--- src/rtl/multicycle_controller_if.sv ---
// Control bundle between the multicycle MIPS controller and its datapath.
// Carries the IR fields, the zero flag, every control strobe and the debug state code.
interface multicycle_controller_if;
    logic [5:0] op;
    logic [5:0] funct;
    logic       zero;
    logic       pcen;
    logic       iord;
    logic       memwrite;
    logic       irwrite;
    logic       regwrite;
    logic       regdst;
    logic       memtoreg;
    logic       alusrca;
    logic [1:0] alusrcb;
    logic [1:0] pcsrc;
    logic [2:0] alucontrol;
    logic       illegal;
    logic [3:0] state;

    modport master (
        input  op, funct, zero,
        output pcen, iord, memwrite, irwrite, regwrite, regdst,
        output memtoreg, alusrca, alusrcb, pcsrc, alucontrol,
        output illegal, state
    );

    modport slave (
        output op, funct, zero,
        input  pcen, iord, memwrite, irwrite, regwrite, regdst,
        input  memtoreg, alusrca, alusrcb, pcsrc, alucontrol,
        input  illegal, state
    );
endinterface

--- src/rtl/multicycle_controller.sv ---
// Moore controller for the multicycle MIPS datapath (lw, sw, R-type, beq, addi, j).
// Ports: clk, reset (sync, active-low), bus (master side: IR fields in, controls out).
module multicycle_controller (
    input  logic                   clk,
    input  logic                   reset,
    multicycle_controller_if.master bus
);

    typedef enum logic [3:0] {
        FETCH    = 4'd0,
        DECODE   = 4'd1,
        MEMADR   = 4'd2,
        MEMREAD  = 4'd3,
        MEMWB    = 4'd4,
        MEMWRITE = 4'd5,
        EXECUTE  = 4'd6,
        ALUWB    = 4'd7,
        BRANCH   = 4'd8,
        ADDIEX   = 4'd9,
        ADDIWB   = 4'd10,
        JUMP     = 4'd11
    } state_t;

    localparam logic [5:0] OP_LW   = 6'b100011;
    localparam logic [5:0] OP_SW   = 6'b101011;
    localparam logic [5:0] OP_R    = 6'b000000;
    localparam logic [5:0] OP_BEQ  = 6'b000100;
    localparam logic [5:0] OP_ADDI = 6'b001000;
    localparam logic [5:0] OP_J    = 6'b000010;

    state_t cur;
    state_t nxt;
    logic   pcwrite;
    logic   branch;

    always_ff @(posedge clk) begin
        if (!reset) cur <= FETCH;
        else        cur <= nxt;
    end

    always_comb begin
        nxt            = FETCH;
        pcwrite        = 1'b0;
        branch         = 1'b0;
        bus.iord       = 1'b0;
        bus.memwrite   = 1'b0;
        bus.irwrite    = 1'b0;
        bus.regwrite   = 1'b0;
        bus.regdst     = 1'b0;
        bus.memtoreg   = 1'b0;
        bus.alusrca    = 1'b0;
        bus.alusrcb    = 2'b00;
        bus.pcsrc      = 2'b00;
        bus.alucontrol = 3'b010;
        bus.illegal    = 1'b0;

        case (cur)
            FETCH: begin
                nxt         = DECODE;
                bus.irwrite = 1'b1;
                pcwrite     = 1'b1;
                bus.alusrcb = 2'b01;
            end
            DECODE: begin
                // ALU precomputes the branch target into ALUOut
                bus.alusrcb = 2'b11;
                case (bus.op)
                    OP_LW, OP_SW: nxt = MEMADR;
                    OP_R:         nxt = EXECUTE;
                    OP_BEQ:       nxt = BRANCH;
                    OP_ADDI:      nxt = ADDIEX;
                    OP_J:         nxt = JUMP;
                    default: begin
                        nxt         = FETCH;
                        bus.illegal = 1'b1;
                    end
                endcase
            end
            MEMADR: begin
                nxt         = (bus.op == OP_SW) ? MEMWRITE : MEMREAD;
                bus.alusrca = 1'b1;
                bus.alusrcb = 2'b10;
            end
            MEMREAD: begin
                nxt      = MEMWB;
                bus.iord = 1'b1;
            end
            MEMWB: begin
                bus.regwrite = 1'b1;
                bus.memtoreg = 1'b1;
            end
            MEMWRITE: begin
                bus.iord     = 1'b1;
                bus.memwrite = 1'b1;
            end
            EXECUTE: begin
                nxt         = ALUWB;
                bus.alusrca = 1'b1;
                case (bus.funct)
                    6'b100010: bus.alucontrol = 3'b110;
                    6'b100100: bus.alucontrol = 3'b000;
                    6'b100101: bus.alucontrol = 3'b001;
                    6'b101010: bus.alucontrol = 3'b111;
                    default:   bus.alucontrol = 3'b010;
                endcase
            end
            ALUWB: begin
                bus.regwrite = 1'b1;
                bus.regdst   = 1'b1;
            end
            BRANCH: begin
                bus.alusrca    = 1'b1;
                bus.alucontrol = 3'b110;
                branch         = 1'b1;
                bus.pcsrc      = 2'b01;
            end
            ADDIEX: begin
                nxt         = ADDIWB;
                bus.alusrca = 1'b1;
                bus.alusrcb = 2'b10;
            end
            ADDIWB: begin
                bus.regwrite = 1'b1;
            end
            JUMP: begin
                pcwrite   = 1'b1;
                bus.pcsrc = 2'b10;
            end
            default: begin
                // unused codes 12-15 recover to FETCH with everything idle
                nxt            = FETCH;
                bus.alucontrol = 3'b000;
            end
        endcase

        // Reset cycle: FETCH-style steering, but no write strobes escape
        if (!reset) begin
            pcwrite        = 1'b0;
            branch         = 1'b0;
            bus.iord       = 1'b0;
            bus.memwrite   = 1'b0;
            bus.irwrite    = 1'b0;
            bus.regwrite   = 1'b0;
            bus.regdst     = 1'b0;
            bus.memtoreg   = 1'b0;
            bus.alusrca    = 1'b0;
            bus.alusrcb    = 2'b01;
            bus.pcsrc      = 2'b00;
            bus.alucontrol = 3'b010;
            bus.illegal    = 1'b0;
        end
    end

    assign bus.pcen  = pcwrite | (branch & bus.zero);
    assign bus.state = cur;

endmodule

--- src/flat_wrapper.sv ---
// flat-port wrapper written by rule: the top's interface ports become plain ports
module multicycle_controller_flat 
  (clk, reset, bus_op, bus_funct, bus_zero, bus_pcen, bus_iord, bus_memwrite, bus_irwrite, bus_regwrite, bus_regdst, bus_memtoreg, bus_alusrca, bus_alusrcb, bus_pcsrc, bus_alucontrol, bus_illegal, bus_state);
  multicycle_controller_if bus_i ();
  input  logic clk;
  input  logic reset;
  input wire logic [$bits(bus_i.op)-1:0] bus_op;
  input wire logic [$bits(bus_i.funct)-1:0] bus_funct;
  input wire logic [$bits(bus_i.zero)-1:0] bus_zero;
  output wire logic [$bits(bus_i.pcen)-1:0] bus_pcen;
  output wire logic [$bits(bus_i.iord)-1:0] bus_iord;
  output wire logic [$bits(bus_i.memwrite)-1:0] bus_memwrite;
  output wire logic [$bits(bus_i.irwrite)-1:0] bus_irwrite;
  output wire logic [$bits(bus_i.regwrite)-1:0] bus_regwrite;
  output wire logic [$bits(bus_i.regdst)-1:0] bus_regdst;
  output wire logic [$bits(bus_i.memtoreg)-1:0] bus_memtoreg;
  output wire logic [$bits(bus_i.alusrca)-1:0] bus_alusrca;
  output wire logic [$bits(bus_i.alusrcb)-1:0] bus_alusrcb;
  output wire logic [$bits(bus_i.pcsrc)-1:0] bus_pcsrc;
  output wire logic [$bits(bus_i.alucontrol)-1:0] bus_alucontrol;
  output wire logic [$bits(bus_i.illegal)-1:0] bus_illegal;
  output wire logic [$bits(bus_i.state)-1:0] bus_state;
  assign bus_i.op = bus_op;
  assign bus_i.funct = bus_funct;
  assign bus_i.zero = bus_zero;
  assign bus_pcen = bus_i.pcen;
  assign bus_iord = bus_i.iord;
  assign bus_memwrite = bus_i.memwrite;
  assign bus_irwrite = bus_i.irwrite;
  assign bus_regwrite = bus_i.regwrite;
  assign bus_regdst = bus_i.regdst;
  assign bus_memtoreg = bus_i.memtoreg;
  assign bus_alusrca = bus_i.alusrca;
  assign bus_alusrcb = bus_i.alusrcb;
  assign bus_pcsrc = bus_i.pcsrc;
  assign bus_alucontrol = bus_i.alucontrol;
  assign bus_illegal = bus_i.illegal;
  assign bus_state = bus_i.state;
  multicycle_controller u_core (.clk(clk), .reset(reset), .bus(bus_i));
endmodule
--- config.mk ---
export PLATFORM = sky130hd
export DESIGN_NAME = multicycle_controller_flat
export DESIGN_NICKNAME = d
export VERILOG_FILES = /design/src/rtl/multicycle_controller_if.sv /design/src/rtl/multicycle_controller.sv /design/src/flat_wrapper.sv
export SDC_FILE = /design/constraint.sdc
export NUM_CORES = 1
export LEC_CHECK = 0
export CAP_MARGIN = 20
export CORE_AREA = 2 2 44 46
export DETAILED_ROUTE_END_ITERATION = 10
export DIE_AREA = 0 0 46 48
export PLACE_DENSITY_LB_ADDON = 0.15
export SLEW_MARGIN = 30
export SYNTH_ARGS = -nofsm -noshare
export SYNTH_HDL_FRONTEND = slang
export SYNTH_SLANG_ARGS = --single-unit
--- constraint.sdc ---
create_clock -name clk -period 4.8 [get_ports clk]
set_input_delay 0.96 -clock clk [delete_from_list [all_inputs] [get_ports clk]]
set_output_delay 0.96 -clock clk [all_outputs]
set_load 0.01 [all_outputs]
==> run metrics <==
DR DRC count=0; FMAX=259 MHz; quantity of hold-fixing buffers added after cts=0; worst reg2reg path startpoint=u_core.bus.state[0]; maximum clock path buffer count=2; maximum number of pins on one net before global-route repair=19; diode count=0; total setup violations reported at the end of the flow=0; share of the synthesized area in the top cell type=0.143; final weighted congestion of routability-driven global placement=0.809; WS Path Type=in2out; average cell area after synthesis=6.59 um2; wire length of the first global-routing pass=2750 um; Post-CTS Setup Bufs=0; area overhead of the layout relative to synthesis=63.2%; Initial DRC Count=15; count of filler cells inserted in the layout=170; quantity of I/O buffers inserted on ports=34; Post-Syn Area=561 um2; Final Hold Viols=0; total negative slack=0 ns; Critical Path Source=bus_op[1]; flop and latch count out of synthesis=4; Relative slew margins=0.607; type of the worst min-delay path=reg2reg; most used flip-flop cell after synthesis=dfxtp_1; final clock skew=0.00127 ns; Clock Latency Late Sink=0.23 ns; clock input transition at the sequential cells of the worst setup and hold paths=0.04 ns; post_cts resized=0; clk sink count=4; Tcrit/Tclk final=0.803; H-tree level count=1; fraction of layout cells with a size suffix above 1=0.0696; measured slew at the worst slew-check pin=0.589 ns; Min Clock Period, post-route=3.85 ns; first-pass iteration count of the detailed router=4; most frequent cells after synthesis=nor2_1 (9), nand2_1 (7), nor3_1 (7); setup repair after global routing missed its margin=false; number of distinct standard cells referenced by the synthesized netlist=31; Initial Utilization=0.332; std cell rows=15; sequential standard cell area=80.1 um2; Post-Syn Nets=100; placeable core region=1690 um2; number of max-cap violations=0; portion of the post-synthesis area used by sequential elements=0.143; root buf cell=clkbuf_4; cell types occupying the most area after synthesis=dfxtp_1 (14%), nor2b_1 (6.7%), nor3_1 (6.3%); status=finished clean; Peak VDD IR=0.130 mV; Max Slew Vio Count=0; Leak=0.000294 uW; overall track demand over capacity in global routing=0.173; Reg-to-Reg End=u_core.bus.state[0]; Worst Setup Start Kind=input pin; Synth Warn #=0; total grt overflow=0; WL/cell=12.9 um; WL final=1710 um; Horiz. Die Dim=46 um; Worst setup EP type=primary output; I/O pin total=35; die boundary height=48 um; number of global-route vias before repair=660; post-synthesis cell count=85; largest fanout on the critical path=5; largest area contributor in the synthesized netlist=dfxtp_1; initial antenna violation count=0; Post-layout nets=132; count of flip-flops with a built-in enable after synthesis=0; number of nets still failing antenna checks after routing=0; R2R Setup Slk=3.19 ns; area of the die=2210 um2; Critical Path Sink=bus_illegal; power density normalized to cell area=135 nW/um2; post-route worst hold slack=0.647 ns; CTS tree=done; worst reg-to-reg path cell count=4; number of buffers inserted during clock tree synthesis=3; area of the multi-input gates=439 um2; cell with the most instances after synthesis=nor2_1; total number of vias=743; asr flop ratio synth=0; Avg Vias per Cell=5.63; Critical Path AT=2.89 ns; HPWL after DPL=1310 um; number of flip-flops under the largest register name=4; required time worst endpoint=3.84 ns
==> how the worst min path moves through the flow <==
stage                   startpoint  cells past startpoint  slack (ns)                   to
3_5_place_dp   u_core.bus.state[0]                      2        0.64  u_core.bus.state[3]
3_3_place_gp   u_core.bus.state[0]                      2        0.65  u_core.bus.state[3]
4_1_cts        u_core.bus.state[0]                      2        0.65  u_core.bus.state[3]
5_1_grt        u_core.bus.state[0]                      2        0.69  u_core.bus.state[3]
2_1_floorplan  u_core.bus.state[2]                      3        0.69  u_core.bus.state[1]
6_report       u_core.bus.state[0]                      2        0.65  u_core.bus.state[3]
==> area by class of cell <==
class | instances | share of cell area
tap | 17 | 0.0233
sequential | 4 | 0.0876
clock buffer | 3 | 0.0246
multi-input combinational | 71 | 0.480
timing repair buffer | 34 | 0.372
inverter | 3 | 0.0123
==> cells by family after synthesis <==
| kind of cell | synth area share |
|---|---|
| AO/OA/AOI/OAI | 0.281 |
| AND/OR/NAND/NOR | 0.455 |
| flip-flops | 0.143 |
| XOR/XNOR | 0.0469 |
| buffers and inverters | 0.0736 |
==> power by group <==
part           internal (uW)  leakage (uW)  switching [uW]  total, uW
Clock                   27.9     0.0000138            12.2       40.1
Sequential              34.5     0.0000326            3.86       38.4
Combinational           26.3      0.000248            18.7       45.0
Total                   88.6      0.000294            34.7        123
==> critical path, stage by stage <==
cell	delay, ns
clkdlybuf4s50_1	0.49
or4_2	0.71
o2111a_1	0.26
clkdlybuf4s50_1	0.47
==> layer usage <==
layer	vias up	GRT usage	part of all wire
li1	374	-	-
met4	0	0.0857	0.0082
met1	344	0.224	0.47
met2	23	0.269	0.48
met3	2	0.0377	0.038
met5	-	0	0
==> per-stage QoR <==
step	area, um2	setup WS [ns]	power, uW	cells	util
2_1_floorplan	561	1.92	59.7	85	-
4_1_cts	915	0.952	126	132	0.541
3_3_place_gp	892	0.983	83.2	129	0.528
3_5_place_dp	892	0.960	83.8	129	0.528
5_1_grt	915	0.906	134	132	0.541
6_report	915	0.946	123	132	0.541
==> cell usage in the layout (no fill, tap or decap) <==
cell type        Yosys  final
dfxtp_1              4      4
a2111o_1             1      1
or4_2                1      1
or4_4                1      1
nor2b_1              6      6
nor3_1               7      7
a222oi_1             1      1
o31ai_1              1      1
o21ai_0              2      2
clkdlybuf4s50_1      0     34
nand3_1              4      4
a21oi_1              6      6
nand4_1              1      1
nand2b_1             5      5
a2111oi_2            1      1
a311oi_1             1      1
o2111a_1             1      1
a31o_2               1      1
nand2_1              7      7
a21boi_0             1      1
inv_1                3      3
a31oi_1              1      1
o31a_1               1      1
nor3b_1              4      4
and3_2               1      1
a211oi_1             2      2
clkbuf_4             0      3
nor2_1               9      9
a22oi_1              1      1
xnor2_1              3      3
nand3b_1             1      1
(Power assumes the default switching activity.)
